### config.mk
export PLATFORM = sky130hd
export DESIGN_NAME = smul_seq
export DESIGN_NICKNAME = d
export VERILOG_FILES = /design/src/rtl/smul_pkg.sv /design/src/rtl/smul_seq_ctrl.sv /design/src/rtl/smul_seq.sv
export SDC_FILE = /design/constraint.sdc
export NUM_CORES = 1
export LEC_CHECK = 0
export BUFFER_PORTS_ARGS = -buffer_cell sky130_fd_sc_hd__buf_2
export CAP_MARGIN = 20
export CELL_PAD_IN_SITES_DETAIL_PLACEMENT = 1
export CELL_PAD_IN_SITES_GLOBAL_PLACEMENT = 1
export CORE_MARGIN = 2
export CORE_UTILIZATION = 37
export DETAILED_ROUTE_END_ITERATION = 8
export PLACE_DENSITY = 0.87
export SYNTH_ARGS = -nofsm -noshare
export SYNTH_HDL_FRONTEND = slang
export SYNTH_SLANG_ARGS = --single-unit
### constraint.sdc
create_clock -name clk -period 2.8 [get_ports clk]
set_clock_uncertainty 0.15 [all_clocks]
set_input_delay 0.14 -clock clk [delete_from_list [all_inputs] [get_ports clk]]
set_output_delay 0.14 -clock clk [all_outputs]
set_load 0.01 [all_outputs]
### src/rtl/smul_pkg.sv
// smul_pkg: shared types and constants for the smul_seq multiplier.
// State encoding, mode encoding and the iteration-counter width helper.
package smul_pkg;

  typedef enum logic {
    IDLE = 1'b0,
    RUN  = 1'b1
  } smul_state_t;

  localparam logic SMUL_UNSIGNED = 1'b0;
  localparam logic SMUL_SIGNED   = 1'b1;

  function automatic int smul_cw(input int w);
    return $clog2(w);
  endfunction

endpackage

### src/rtl/smul_seq_ctrl.sv
// smul_seq_ctrl: state, iteration count, handshake and last-step
// subtract select for the shift-add multiplier datapath.
import smul_pkg::*;

module smul_seq_ctrl #(
  parameter int WIDTH = 8
) (
  input  logic clk,
  input  logic reset,
  input  logic start,
  input  logic mode,
  output logic ready,
  output logic done,
  output logic load,
  output logic step,
  output logic sub
);

  localparam int CW = smul_cw(WIDTH);

  smul_state_t state, state_nxt;
  logic [CW-1:0] count;
  logic          last;

  assign last = (count == '0);

  // state register
  always_ff @(posedge clk or posedge reset) begin
    if (reset) state <= IDLE;
    else       state <= state_nxt;
  end

  // next state and datapath strobes
  always_comb begin
    state_nxt = state;
    load      = 1'b0;
    step      = 1'b0;
    sub       = 1'b0;
    unique case (state)
      IDLE: begin
        if (start) begin
          load      = 1'b1;
          state_nxt = RUN;
        end
      end
      RUN: begin
        step = 1'b1;
        sub  = mode && last;
        if (last) state_nxt = IDLE;
      end
      default: state_nxt = IDLE;
    endcase
  end

  // iteration counter and registered done pulse
  always_ff @(posedge clk or posedge reset) begin
    if (reset) begin
      count <= '0;
      done  <= 1'b0;
    end else begin
      done <= step && last;
      if (load)
        count <= CW'(WIDTH - 1);
      else if (step && !last)
        count <= count - 1'b1;
    end
  end

  assign ready = (state == IDLE) && !reset;

endmodule

### src/rtl/smul_seq.sv
// smul_seq: WIDTH-generic signed/unsigned shift-add multiplier.
// Optional saturated output and overflow flag with SMUL_SAT_EN.
import smul_pkg::*;

module smul_seq #(
  parameter int WIDTH = 8
) (
  input  logic             clk,
  input  logic             reset,
  input  logic             start,
  input  logic             signed_mode,
  input  logic [WIDTH-1:0] word1,
  input  logic [WIDTH-1:0] word2,
  output logic [2*WIDTH-1:0] product,
  output logic             ready,
  output logic             done
`ifdef SMUL_SAT_EN
  ,
  output logic [WIDTH-1:0] sat_product,
  output logic             ovf
`endif
);

  logic             load, step, sub;
  logic [WIDTH-1:0] mcand;
  logic             mode;
  logic [WIDTH-1:0] hi;
  logic [WIDTH:0]   hi_x, m_x, addend, sum;

  smul_seq_ctrl #(.WIDTH(WIDTH)) u_ctrl (
    .clk   (clk),
    .reset (reset),
    .start (start),
    .mode  (mode),
    .ready (ready),
    .done  (done),
    .load  (load),
    .step  (step),
    .sub   (sub)
  );

  assign hi   = product[2*WIDTH-1:WIDTH];
  assign hi_x = {mode & hi[WIDTH-1], hi};
  assign m_x  = {mode & mcand[WIDTH-1], mcand};

  // one add or subtract of the extended multiplicand per step
  always_comb begin
    addend = product[0] ? m_x : '0;
    sum    = sub ? (hi_x - addend) : (hi_x + addend);
  end

  // operand capture and product shift register
  always_ff @(posedge clk or posedge reset) begin
    if (reset) begin
      mcand   <= '0;
      mode    <= SMUL_UNSIGNED;
      product <= '0;
    end else if (load) begin
      mcand   <= word1;
      mode    <= signed_mode;
      product <= {{WIDTH{1'b0}}, word2};
    end else if (step) begin
      product <= {sum, product[WIDTH-1:1]};
    end
  end

`ifdef SMUL_SAT_EN
  logic [WIDTH:0] top_s;
  logic           ovf_s, ovf_u;

  assign top_s = product[2*WIDTH-1:WIDTH-1];
  assign ovf_s = !((&top_s) || !(|top_s));
  assign ovf_u = |product[2*WIDTH-1:WIDTH];

  // clamp to the nearer representable bound on overflow
  always_comb begin
    ovf         = 1'b0;
    sat_product = product[WIDTH-1:0];
    if (mode == SMUL_SIGNED) begin
      ovf = ovf_s;
      if (ovf_s)
        sat_product = product[2*WIDTH-1]
          ? {1'b1, {(WIDTH-1){1'b0}}}
          : {1'b0, {(WIDTH-1){1'b1}}};
    end else begin
      ovf = ovf_u;
      if (ovf_u) sat_product = '1;
    end
  end
`endif

endmodule

==> impl_summary.log, run 1 <==
INFO  metric worst_pin_slew = 427 ps
INFO  metric critical_path.endpoint = product[14]
INFO  metric initial_utilization = 0.388
INFO  metric use_met1 = 0.251
INFO  metric track_usage = 0.214
INFO  metric number_of_design_rule_violations_left_after_detail_routing = 0
INFO  metric cts_tree = done
INFO  metric grt_remaining_overflow = 0
INFO  metric hp-class = primary input to register
INFO  metric drt-initial-drc-count = 79
INFO  metric number_of_antenna_violations_at_the_first_check_in_global_routing = 0
INFO  metric maxCapViolCount = 0
INFO  metric timing.critical_path.from = u_ctrl.count[0]
INFO  metric synthDominantCellAreaShare = 0.407
INFO  metric crit_path_end_kind = register
INFO  metric setup_viol = 0
INFO  metric design.portCount = 38
INFO  metric startpoint_type = register
INFO  metric period_utilization = 0.991
INFO  metric number_of_instances_in_the_synthesized_netlist = approximately 200
INFO  metric number_of_global_route_vias_before_repair = between 1,500 and 2,000
INFO  metric yosysSeqAreaShare = 0.407
INFO  metric fill_cells = between 500 and 600
INFO  metric worstPathRequired = between 2000 and 3000 ps
INFO  metric grt_use_met3 = 0.0455
INFO  metric post-route-util = 0.526
INFO  metric grt_pass1_wl = between 8 and 9 mm
INFO  metric average_via_count_per_standard_cell = 5.41
INFO  metric dp_hpwl = roughly 3.5 mm
INFO  metric floorplan.die_area = around 0.0056 sq mm
INFO  metric worstSkewPairLatency = 280 ps
INFO  metric busiest_layer = met2
INFO  metric dr_total_vias = 1,746
INFO  metric arrival = 2820 ps
INFO  metric ff2ff_setup_slack = between 20 and 25 ps
INFO  metric worst_r2r_startpoint = u_ctrl.count[0]
INFO  metric design.final.nets = 287
INFO  metric timing.final.hold_violations = 0
INFO  metric synth_area_per_cell = 9.46 sq um
INFO  metric ctsRootBufferMaster = clkbuf_8
INFO  metric die-width = ~75 um
INFO  metric synth.cell_area = approximately 0.0018 sq mm
INFO  metric drtPass1Iterations = 4
INFO  metric floorplan.rows = 25
INFO  metric floorplan.core_area = around 0.0048 sq mm
INFO  metric yosys.area.top_type = dfrtp_1
INFO  metric crit_type = register to register
INFO  metric route.final.wire_length = approximately 5.9 mm
INFO  metric rr_worst_depth = 13
INFO  metric antennaDiodeCount = 0
INFO  metric area_growth_syn_to_layout = 35.6%
INFO  metric clk_pin_slew = around 60 ps
INFO  metric place.gp.congestion = a little over 0.8
INFO  metric status = completed
INFO  metric clockBufferDepth = 2
INFO  metric grt_start_max_net_pins = 31
INFO  metric yosys.cell_types.count = 44
INFO  metric rr_endpoint = product[14]
INFO  metric die_h = roughly 75 um
INFO  metric num_cts_buffers = 5
INFO  metric final_antenna_net_count = 0
INFO  metric setup_repair_after_global_routing_missed_its_margin = yes
INFO  metric max_clock_freq = between 300 and 400 MHz
INFO  metric clock_tree.htree_level_count = 2
INFO  metric global_route.usage.met2 = 0.399
INFO  metric clock_sinks = 30
INFO  metric min_period = approximately 2800 ps
INFO  metric numPortBuffers = 37
INFO  metric drt-wirelength-per-cell = about 18 um
INFO  metric synth_nets = between 200 and 250
INFO  metric yosysWarnings = 0
INFO  metric max_slew_headroom_at_the_worst_pin = 0.715
INFO  metric post_route_cells_drive_above_1_share = 0.391
INFO  metric synth.top_cells.by_area = dfrtp_1, ha_1, nand2_1, mux2_2, mux2i_1
INFO  metric drv_slew = 0
INFO  metric ys_seq_elements = 30
INFO  metric path_max_fanout = 3
-- cells in the final DEF, fill, tap and decap left out, types with 3 or more instances in the layout --
cell	synthesis	layout
buf_4	0	14
nor2_1	15	12
ha_1	11	6
inv_1	12	9
ha_2	0	3
clkbuf_8	0	6
xnor2_1	3	3
mux2i_1	8	8
nor2b_1	4	4
dlygate4sd3_1	0	11
mux2_2	8	8
nand2_1	25	24
buf_2	4	37
dfrtp_1	30	28
o21ai_0	15	10
o32ai_1	3	3
inv_2	0	3
a21oi_1	8	7
o21ai_2	1	3
a31oi_1	5	5
-- critical path, stage by stage (launching register included) --
cell,delay [ps]
dfrtp_1,380
inv_2,60
ha_4,160
and3b_2,220
nand2_2,100
o31ai_1,110
xnor2_1,200
nand2_1,130
ha_4,300
o21a_1,120
o31a_1,240
o2111ai_2,160
a211o_1,290
o211ai_1,80
-- metrics by stage --
step           hold slack [ps]  area (sq um)  worst slack (ps)  setup TNS (ps)  std cells
2_1_floorplan             80.8          1850              13.8               0        195
3_3_place_gp              99.0          2140              54.7               0        300
3_5_place_dp               116          2140             -53.6           -98.8        300
4_1_cts                  0.588          2350              10.6               0        319
5_1_grt                   15.8          2500              -134            -402        323
6_report                  4.55          2500              24.1               0        323
-- per-layer routing --
metal / vias up / part of all wire / wire (um)
li1: 804 / - / -
met1: 875 / 0.39 / 2260
met2: 50 / 0.55 / 3210
met3: 17 / 0.037 / 218
met4: 0 / 0.027 / 158
met5: - / 0 / 0
-- logic make-up after synthesis --
group | Yosys count | share of synthesized area
simple gates | 60 | 0.159
compound gates | 50 | 0.179
flops | 30 | 0.407
buf+inv | 21 | 0.0495
mux | 16 | 0.0922
fa+ha+maj | 12 | 0.0854
xor+xnor | 6 | 0.0285
-- synth_stat cells, drive strengths merged --
| master | count |
|---|---|
| inv | 12 |
| clkbuf | 3 |
| o32ai | 3 |
| nand3 | 1 |
| a21boi | 1 |
| nand2 | 25 |
| mux2 | 8 |
| dfrtp | 30 |
| a21o | 1 |
| nor2 | 15 |
| and3 | 2 |
| o21ba | 1 |
| o22ai | 2 |
| ha | 11 |
| nor3 | 3 |
| and4b | 1 |
| xnor2 | 3 |
| o21ai | 16 |
| fa | 1 |
| buf | 6 |
| o211ai | 1 |
| o31ai | 2 |
| and3b | 2 |
| a211oi | 4 |
| or4 | 1 |
| o31a | 1 |
| xor2 | 3 |
| a211o | 1 |
| nor4b | 1 |
| o2111ai | 1 |
| nor2b | 4 |
| a21oi | 8 |
| mux2i | 8 |
| nand3b | 1 |
| o21a | 2 |
| a31oi | 5 |
| nand2b | 3 |
| o21bai | 1 |
| nor3b | 1 |
-- how the worst min path moves through the flow --
stage / to / from / slack, ps / cells after the start
after global routing: product[4] / word2[4] / 20 / 3
after detailed placement: product[6] / reset / 120 / 3
after CTS: product[3] / word2[3] / 0.6 / 3
after floorplan: mcand[0] / reset / 80 / 1
after global placement: product[5] / reset / 100 / 3
final: product[1] / word2[1] / 5 / 3
-- final cells by class --
class                   count  area [sq um]  area share
clock buffers               7          86.3      0.0345
clock inverters             1          5.00     0.00200
inverters                  12          45.0      0.0180
multi-input cells         144          1130       0.451
flip-flops and latches     30           753       0.301
well taps                  67          83.8      0.0335
repair buffers             62           400       0.160
-- state kept, by name (all words and copies together) (netlist names) --
name	cells
product	16
mcand	8
mode	1
u_ctrl.state	1
u_ctrl.done	1
u_ctrl.count	3
-- what timing repair did --
item | 4_1_cts | 5_1_grt
pin swaps | 1 | 14
gates cloned | 0 | 0
hold buffers | 11 | 0
setup buffers | 0 | 4
resized for setup | 4 | 35
hold endpoints to repair | 40 | 0
endpoints found under the setup margin | 4 | 5
Power of run 1 is left out: the tool's default activity adds up to more than one toggle a clock period on the data nets, which glitch-free logic cannot reach.
==> run 2: changes to the inputs <==
CORE_UTILIZATION = 35   (was 37)
PLACE_DENSITY = 0.84   (was 0.87)
==> impl_summary.log, run 2 (same netlist as run 1, synthesis figures left out) <==
INFO  metric failed_checks = setup timing
INFO  metric floorplan.core_area = 0.00511 sq mm (+7.4%)
INFO  metric ctsRootBufferMaster = clkbuf_8
INFO  metric timing.final.hold_violations = 0 (unchanged)
INFO  metric number_of_global_route_vias_before_repair = 1,824 (-0.38%)
INFO  metric setup_viol = 2 (+2)
INFO  metric mostFrequentLayoutCells = buf_2, dfrtp_1, nand2_1
INFO  metric cts_tree = done
INFO  metric crit_type = register to register
INFO  metric drtPass1Iterations = 4 (unchanged)
INFO  metric initial_utilization = 0.361 (-0.0268)
INFO  metric clockBufferDepth = 2 (unchanged)
INFO  metric maxCapViolCount = 0 (unchanged)
INFO  metric max_slew_headroom_at_the_worst_pin = 0.690 (-0.0250)
INFO  metric floorplan.rows = 26 (+4.0%)
INFO  metric crit_path_end_kind = register
INFO  metric floorplan.die_area = 0.00587 sq mm (+5.4%)
INFO  metric final_antenna_net_count = 0 (unchanged)
INFO  metric max_clock_freq = 349 MHz (-3.1%)
INFO  metric numPortBuffers = 37 (unchanged)
INFO  metric die_h = 76.6 um (+2.7%)
INFO  metric drv_slew = 0 (unchanged)
INFO  metric grt_start_max_net_pins = 31 (unchanged)
INFO  metric area_growth_syn_to_layout = 36.7%
INFO  metric clock_tree.htree_level_count = 2 (unchanged)
INFO  metric grt_pass1_wl = 8.76 mm (-2.7%)
INFO  metric drt-wirelength-per-cell = 18.1 um (about the same)
INFO  metric largest_register = product
INFO  metric dr_total_vias = 1,747 (+0.057%)
INFO  metric final_area = 0.00252 sq mm (+0.85%)
INFO  metric post_route_cells_drive_above_1_share = 0.384 (-0.00690)
INFO  metric worst_r2r_startpoint = mcand[1]
INFO  metric hp-class = primary input to register
INFO  metric layout_commonest_cell = buf_2
INFO  metric startpoint_type = register
INFO  metric arrival = 2870 ps (+50 ps)
INFO  metric min_period = 2860 ps (+88.9 ps)
INFO  metric clk_pin_slew = 70 ps (about the same)
INFO  metric critical_path.endpoint = product[15]
INFO  metric worstSkewPairLatency = 280 ps (about the same)
INFO  metric dp_hpwl = 3.53 mm (+1.4%)
INFO  metric die-width = 76.6 um (+2.7%)
INFO  metric place_area = 0.00216 sq mm (+0.88%)
INFO  metric route.final.wire_length = 5.95 mm (+1.6%)
INFO  metric ff2ff_setup_slack = -60 ps (-90 ps)
INFO  metric status = finished with violations
INFO  metric design.final.nets = 291 (+1.4%)
INFO  metric layout_top_registers = product: 16 flops, mcand: 8 flops, u_ctrl.count: 3 flops
INFO  metric num_cts_buffers = 5 (unchanged)
INFO  metric worstPathRequired = 2800 ps (-50 ps)
INFO  metric largest_register_ffs = 16 (unchanged)
INFO  metric grt_remaining_overflow = 0 (unchanged)
INFO  metric worst_pin_slew = 464 ps (+37.6 ps)
INFO  metric timing.final.ws_setup = -64.8 ps (-88.9 ps)
INFO  metric timing.critical_path.from = mcand[1]
INFO  metric design.portCount = 38 (unchanged)
INFO  metric place.gp.congestion = 0.763 (-7.6%)
INFO  metric clock_sinks = 30 (unchanged)
INFO  metric setup_repair_after_global_routing_missed_its_margin = yes
INFO  metric path_max_fanout = 4 (+1)
INFO  metric period_utilization = 1.02 (+0.0318)
INFO  metric number_of_antenna_violations_at_the_first_check_in_global_routing = 0 (unchanged)
INFO  metric antennaDiodeCount = 0 (unchanged)
INFO  metric rr_worst_depth = 11 (-2)
INFO  metric drt-initial-drc-count = 78 (-1.3%)
INFO  metric rr_endpoint = product[15]
INFO  metric average_via_count_per_standard_cell = 5.33 (-1.5%)
INFO  metric number_of_design_rule_violations_left_after_detail_routing = 0 (unchanged)
INFO  metric track_usage = 0.186 (-0.0286)
-- run 2: stage by stage --
stage / worst slack, ps / util / cells / hold slack, ps / TNS (ps)
finish: -64.8 / 0.494 / 328 / 3.25 / -87.9
global route: -190 / 0.494 / 328 / 27.2 / -351
detailed placement: -121 / 0.423 / 305 / 115 / -121
global placement: 22.5 / 0.423 / 305 / 95.9 / 0
floorplan: 13.8 / - / 195 / 80.8 / 0
CTS: 0.592 / 0.460 / 321 / 8.64 / 0
-- run 2: cell type report --
type / instances / area (sq um)
tap: 70 / 87.6
clock buffer: 6 / 82.6
sequential: 30 / 754
timing repair buffer: 66 / 428
inverter: 12 / 45.0
multi-input combinational: 144 / 1130
fill: 617 / 2580
-- run 2: what timing repair did --
| item | in CTS | in global routing |
|---|---|---|
| endpoints found under the hold margin | 39 | 0 |
| setup buffers | 0 | 7 |
| gates resized for setup | 3 | 34 |
| hold buffers | 10 | 0 |
| setup endpoints to repair | 3 | 5 |
| pin swaps | 2 | 17 |
| gates cloned | 0 | 0 |
-- run 2: how the worst min path moves through the flow --
stage                   from          to  slack [ps]  depth (start not counted)
global route        word2[7]  product[7]          30                          3
CTS                 word2[2]  product[2]           9                          3
detailed placement     reset  product[3]         110                          3
finish              word2[2]  product[2]           3                          3
floorplan              reset    mcand[0]          80                          1
global placement       reset  product[5]         100                          3
-- run 2: layer usage --
metal | up-vias | GRT usage | wire, um | part of all wire
met1 | 886 | 0.229 | 2490 | 0.42
met3 | 12 | 0.0450 | 179 | 0.030
met2 | 36 | 0.320 | 3170 | 0.53
met5 | - | 0 | 0 | 0
met4 | 0 | 0.0564 | 106 | 0.018
li1 | 813 | - | - | -
-- run 2: worst max-delay path: stages (launching register included) --
cell and delay (ps):
dfrtp_2 430, or4_4 570, o21ai_4 190, nor2_2 50, xor2_1 160, ha_1 300, buf_4 130, inv_1 70
nor3_2 290, a211oi_4 110, xnor2_1 190, o22ai_1 90
Power of run 2 is left out for the same reason.
